**src/rtl/set_time_pkg.sv**
```systemverilog
// set_time_pkg: shared state, error codes and default field limits for the time-setting port
package set_time_pkg;
  typedef enum logic {IDLE, WAIT_ACK} state_t;
  localparam logic [1:0] ERR_NONE  = 2'b00;
  localparam logic [1:0] ERR_RANGE = 2'b01;
  localparam logic [1:0] ERR_SEL   = 2'b10;
  localparam logic [1:0] ERR_TMO   = 2'b11;
  localparam logic [20:0] DEF_LIMITS = {7'd23, 7'd59, 7'd59};
endpackage

```
**src/rtl/sync_rise.sv**
```systemverilog
// sync_rise: multi-flop synchroniser for an asynchronous level with a one-cycle rise pulse
module sync_rise #(
  parameter int STAGES = 2
) (
  input  logic clk,
  input  logic rst,
  input  logic d,
  output logic rise
);
  logic [STAGES-1:0] s;
  logic last;
  always_ff @(posedge clk) begin
    if (rst) begin
      s <= '0;
      last <= 1'b0;
    end else begin
      s <= STAGES'({s, d});
      last <= s[STAGES-1];
    end
  end
  assign rise = s[STAGES-1] & ~last;
endmodule

```
**src/rtl/set_time_ctrl.sv**
```systemverilog
// set_time_ctrl: captures a range-checked field write on a button rise and hands it to the counter bank
module set_time_ctrl
  import set_time_pkg::*;
#(
  parameter int FIELDS = 3,
  parameter int DW = 7,
  parameter int SELW = (FIELDS > 1) ? $clog2(FIELDS) : 1,
  parameter logic [FIELDS*DW-1:0] LIMITS = DEF_LIMITS,
  parameter int TIMEOUT = 255
) (
  input  logic            clk,
  input  logic            rst,
  input  logic            en,
  input  logic            en_set,
  input  logic            submit,
  input  logic [SELW-1:0] select,
  input  logic [DW-1:0]   din,
  output logic            wr_valid,
  input  logic            wr_ack,
  output logic [DW-1:0]   dout,
  output logic [SELW-1:0] selout,
  output logic            err,
  output logic [1:0]      err_code,
  output logic            busy
);
  localparam int CW = (TIMEOUT > 0) ? $clog2(TIMEOUT + 1) : 1;
  localparam logic [CW-1:0] TLAST = CW'((TIMEOUT > 0) ? TIMEOUT - 1 : 0);
  state_t state;
  logic rise;
  logic bad_sel;
  logic [DW-1:0] lim;
  logic [CW-1:0] cnt;
  sync_rise #(.STAGES(2)) u_sync (.clk(clk), .rst(rst), .d(submit), .rise(rise));
  always_comb begin
    lim = '0;
    for (int i = 0; i < FIELDS; i++) lim = (select == SELW'(i)) ? LIMITS[i*DW +: DW] : lim;
  end
  assign bad_sel = 32'(select) >= FIELDS;
  // cnt counts completed WAIT_ACK cycles; hitting TLAST means wr_valid has been up TIMEOUT cycles
  always_ff @(posedge clk) begin
    if (rst) begin
      state <= IDLE;
      wr_valid <= 1'b0;
      dout <= '0;
      selout <= '0;
      err <= 1'b0;
      err_code <= ERR_NONE;
      busy <= 1'b0;
      cnt <= '0;
    end else begin
      err <= 1'b0;
      if (state == IDLE) begin
        if (rise && en && en_set) begin
          if (bad_sel) begin
            err <= 1'b1;
            err_code <= ERR_SEL;
          end else if (din > lim) begin
            err <= 1'b1;
            err_code <= ERR_RANGE;
          end else begin
            dout <= din;
            selout <= select;
            wr_valid <= 1'b1;
            busy <= 1'b1;
            cnt <= '0;
            state <= WAIT_ACK;
          end
        end
      end else begin
        cnt <= cnt + 1'b1;
        if (wr_ack || !en || !en_set || (TIMEOUT != 0 && cnt == TLAST)) begin
          state <= IDLE;
          wr_valid <= 1'b0;
          busy <= 1'b0;
          dout <= '0;
          selout <= '0;
          if (!wr_ack && en && en_set) begin
            err <= 1'b1;
            err_code <= ERR_TMO;
          end
        end
      end
    end
  end
endmodule

```
**config.mk**
```make
export PLATFORM = sky130hd
export DESIGN_NAME = set_time_ctrl
export DESIGN_NICKNAME = d
export VERILOG_FILES = /design/src/rtl/set_time_pkg.sv /design/src/rtl/sync_rise.sv /design/src/rtl/set_time_ctrl.sv
export SDC_FILE = /design/constraint.sdc
export NUM_CORES = 1
export LEC_CHECK = 0
export ABC_AREA = 1
export CAP_MARGIN = 20
export CORE_MARGIN = 4
export CORE_UTILIZATION = 53
export CTS_CLUSTER_DIAMETER = 30
export DETAILED_ROUTE_END_ITERATION = 8
export GPL_ROUTABILITY_DRIVEN = 1
export PLACE_DENSITY = 0.83
export SYNTH_ARGS = -nofsm -noshare
export SYNTH_HDL_FRONTEND = slang
export SYNTH_HIERARCHICAL = 1
export SYNTH_SLANG_ARGS = --single-unit
```
**constraint.sdc**
```tcl
create_clock -name clk -period 5.4 [get_ports clk]
set_clock_uncertainty 0.15 [all_clocks]
set_input_delay 1.08 -clock clk [delete_from_list [all_inputs] [get_ports clk]]
set_output_delay 1.08 -clock clk [all_outputs]
set_load 0.1 [all_outputs]
```
==> impl_metrics.env <==
export IMPL_grt_max_degree=26
export IMPL_switching_share_pct=25.87
export IMPL_p_sw_mw=0.08062
export IMPL_rows=17
export IMPL_setup_viol=0
export IMPL_leakage_nw=0.6572
export IMPL_worstSetupPathType="reg -> out"
export IMPL_stdcell_count=232
export IMPL_grt_pass1_vias=1256
export IMPL_worstReg2RegStart="state$_SDFF_PP0_"
export IMPL_crit_path_top_delay_cell="clkdlybuf4s50_1"
export IMPL_arrival_ps=1830
export IMPL_wl_per_cell_um=12.59
export IMPL_dieArea_um2=3309
export IMPL_die_w_um=57.53
export IMPL_syn_inst=178
export IMPL_syn_area_per_cell_um2=7.303
export IMPL_hp_start="u_sync/s[0]$_SDFF_PP0_"
export IMPL_cts_setup_buffers=0
export IMPL_ir_drop_mv=0.1736
export IMPL_status="completed"
export IMPL_vias=1242
export IMPL_holdPathStages=2
export IMPL_crit_cells=1
export IMPL_crit_path_start_kind="flip-flop"
export IMPL_critical_path_top_delay_family="buffers and inverters"
export IMPL_critical_path_buf_inv_count=1
export IMPL_power_density_nw_per_um2=193.4
export IMPL_drive_above_1_share_pct=8.333
export IMPL_vias_per_cell=5.353
export IMPL_crit_path_end_kind="primary output"
export IMPL_cts_htree_levels=1
export IMPL_numCtsBuffers=3
export IMPL_fp_coreArea_um2=2276
export IMPL_gp_congestion=0.8739
export IMPL_portBuffers=28
export IMPL_ant_nets=0
export IMPL_combPwrFrac_pct=13.6
export IMPL_worstMarginPinSlew_ps=980.4
export IMPL_antenna_cells=0
export IMPL_syn_nets=201
export IMPL_path_max_fanout=3
export IMPL_finish_net_count=228
export IMPL_cts_tree="built"
export IMPL_post_cts_resized=0
export IMPL_multi_input_comb_area_um2=674.4
export IMPL_io_pins=29
export IMPL_rr_worst_depth=7
export IMPL_slowest_delay_ps=1140
export IMPL_drv_slew=0
export IMPL_fin_crit_ps=3062
export IMPL_drt_pass1_iter_count=4
export IMPL_crit_chain="clkdlybuf4s50_1"
export IMPL_drt_iter0_drc=42
export IMPL_synth_top_area_share_pct=38.50
export IMPL_yosysSeqAreaShare_pct=38.50
export IMPL_clock_path_buffers=2
export IMPL_grt_usage_pct=18.78
export IMPL_insertion_delay_ps=320
export IMPL_seqPwrFrac_pct=59.9
export IMPL_clkSinkCount=25
export IMPL_p_int_mw=0.2310
export IMPL_tns_ps=0
export IMPL_place_inst=228
export IMPL_hold_viol=0
export IMPL_drc=0
export IMPL_power_frac_clock_pct=26.5
export IMPL_hp_class="reg -> reg"
export IMPL_cp_required_ps=4170
export IMPL_synth_area_top_cells="dfxtp_1 (38%), nand2_1 (10%), a21oi_1 (7.7%)"
export IMPL_maxSlewHeadroom_pct=34.44
export IMPL_final_cell_mix="nand2_1 (36), clkdlybuf4s50_1 (28), dfxtp_1 (25)"
export IMPL_root_buffer="clkbuf_4"
export IMPL_mappedNetlistArea_um2=1300
export IMPL_rsz0062_at_grt="no"
export IMPL_dp_hpwl_mm=2.223
export IMPL_period_share_pct=56.71
export IMPL_start_util_pct=57.12
export IMPL_cts_hold_buf=0
export IMPL_grt_remaining_overflow=0
export IMPL_synth_cell_types=25
export IMPL_area_growth_pct=23.97
export IMPL_die_y_um=57.53
export IMPL_detail_route_wirelength_mm=2.921
export IMPL_grt_pass1_wl_mm=5.064
export IMPL_yosys_warnings=6
export IMPL_antenna_found_initial=0
export IMPL_regArea_um2=500.5
export IMPL_yosysTopAreaCell="dfxtp_1"
export IMPL_fmax_mhz=326.5
export IMPL_cap_violations=0
export IMPL_ys_seq_elements=25
export IMPL_crit_start="busy$_SDFFE_PP0P_"
export IMPL_mostFrequentLayoutCell="nand2_1"
export IMPL_fillers=201
export IMPL_cts_clk_slew_worst_paths_ps=140
## final cells by class
class,instances,share of cell area [%]
multi-input cells,122,41.85
flip-flops and latches,25,31.06
repair buffers,28,17.39
inverters,25,5.823
well taps,28,2.174
clock buffers,3,1.398
clock inverters,1,0.3106
## worst min-delay path, stage by stage, from the launching register on
cell and delay [ps]:
dfxtp_1 320, inv_1 40, nor2_1 30
## cells by family after synthesis
group | count (synthesis) | synth area share, %
AO/OA/AOI/OAI | 31 | 13.09
buffers and inverters | 31 | 9.624
AND/OR/NAND/NOR | 83 | 31.09
adder cells (fa/ha/maj) | 8 | 7.700
flip-flops | 25 | 38.50
## per-layer routing
layer  vias up  wire [um]  GRT usage (%)
met5         -          0              0
met4         0         39          5.298
met3         8        164          4.525
met2        39       1420          33.71
met1       557       1296          21.95
li1        638          -              -
## power groups by stage
| stage | clock [mW] | sequential (mW) | combinational (mW) |
|---|---|---|---|
| floorplan | 0 | 0.195 | 0.0211 |
| global placement | 0 | 0.191 | 0.0411 |
| detailed placement | 0 | 0.191 | 0.0418 |
| CTS | 0.0847 | 0.187 | 0.0421 |
| global route | 0.0958 | 0.187 | 0.0466 |
| finish | 0.0826 | 0.187 | 0.0424 |
## through the flow
step	power, mW	hold slack [ps]	setup slack [ps]	instance area, um^2	util, %
2_1_floorplan	0.2156	238.3	2796	1300	-
3_3_place_gp	0.2317	243.5	2236	1584	69.60
3_5_place_dp	0.2325	248.1	2104	1584	69.60
4_1_cts	0.3134	267.7	2326	1612	70.81
5_1_grt	0.3293	280.6	2268	1612	70.81
6_report	0.3116	267.1	2338	1612	70.81
## worst paths after layout
path,slack (ps),to
hold / removal,270,u_sync/s[1]$_SDFF_PP0_
setup / recovery,2340,busy
hold reg to reg,270,u_sync/s[1]$_SDFF_PP0_
setup reg to reg,3560,selout[0]$_SDFFE_PP0P_
## state kept, by name, summed over array words and instances (netlist names)
register / count
busy: 1
cnt: 8
dout: 7
err: 1
err_code: 2
selout: 2
state: 1
u_sync/last: 1
u_sync/s: 2
## synth_stat cells
master     n
a21oi_1   20
a21oi_2    1
a31oi_1    1
buf_2      1
buf_4      2
clkbuf_1   3
clkinv_1   1
dfxtp_1   25
ha_1       8
inv_1     24
nand2_1   36
nand2_2    4
nand2_4    1
nand3_1    9
nand3_2    4
nand3b_1   1
nand4_1   11
nor2_1    14
nor2_2     1
o21ai_0    4
o21ai_1    3
o22ai_2    1
o31ai_1    1
or2_0      1
or2_2      1
Power figures use the tool's default switching activity.
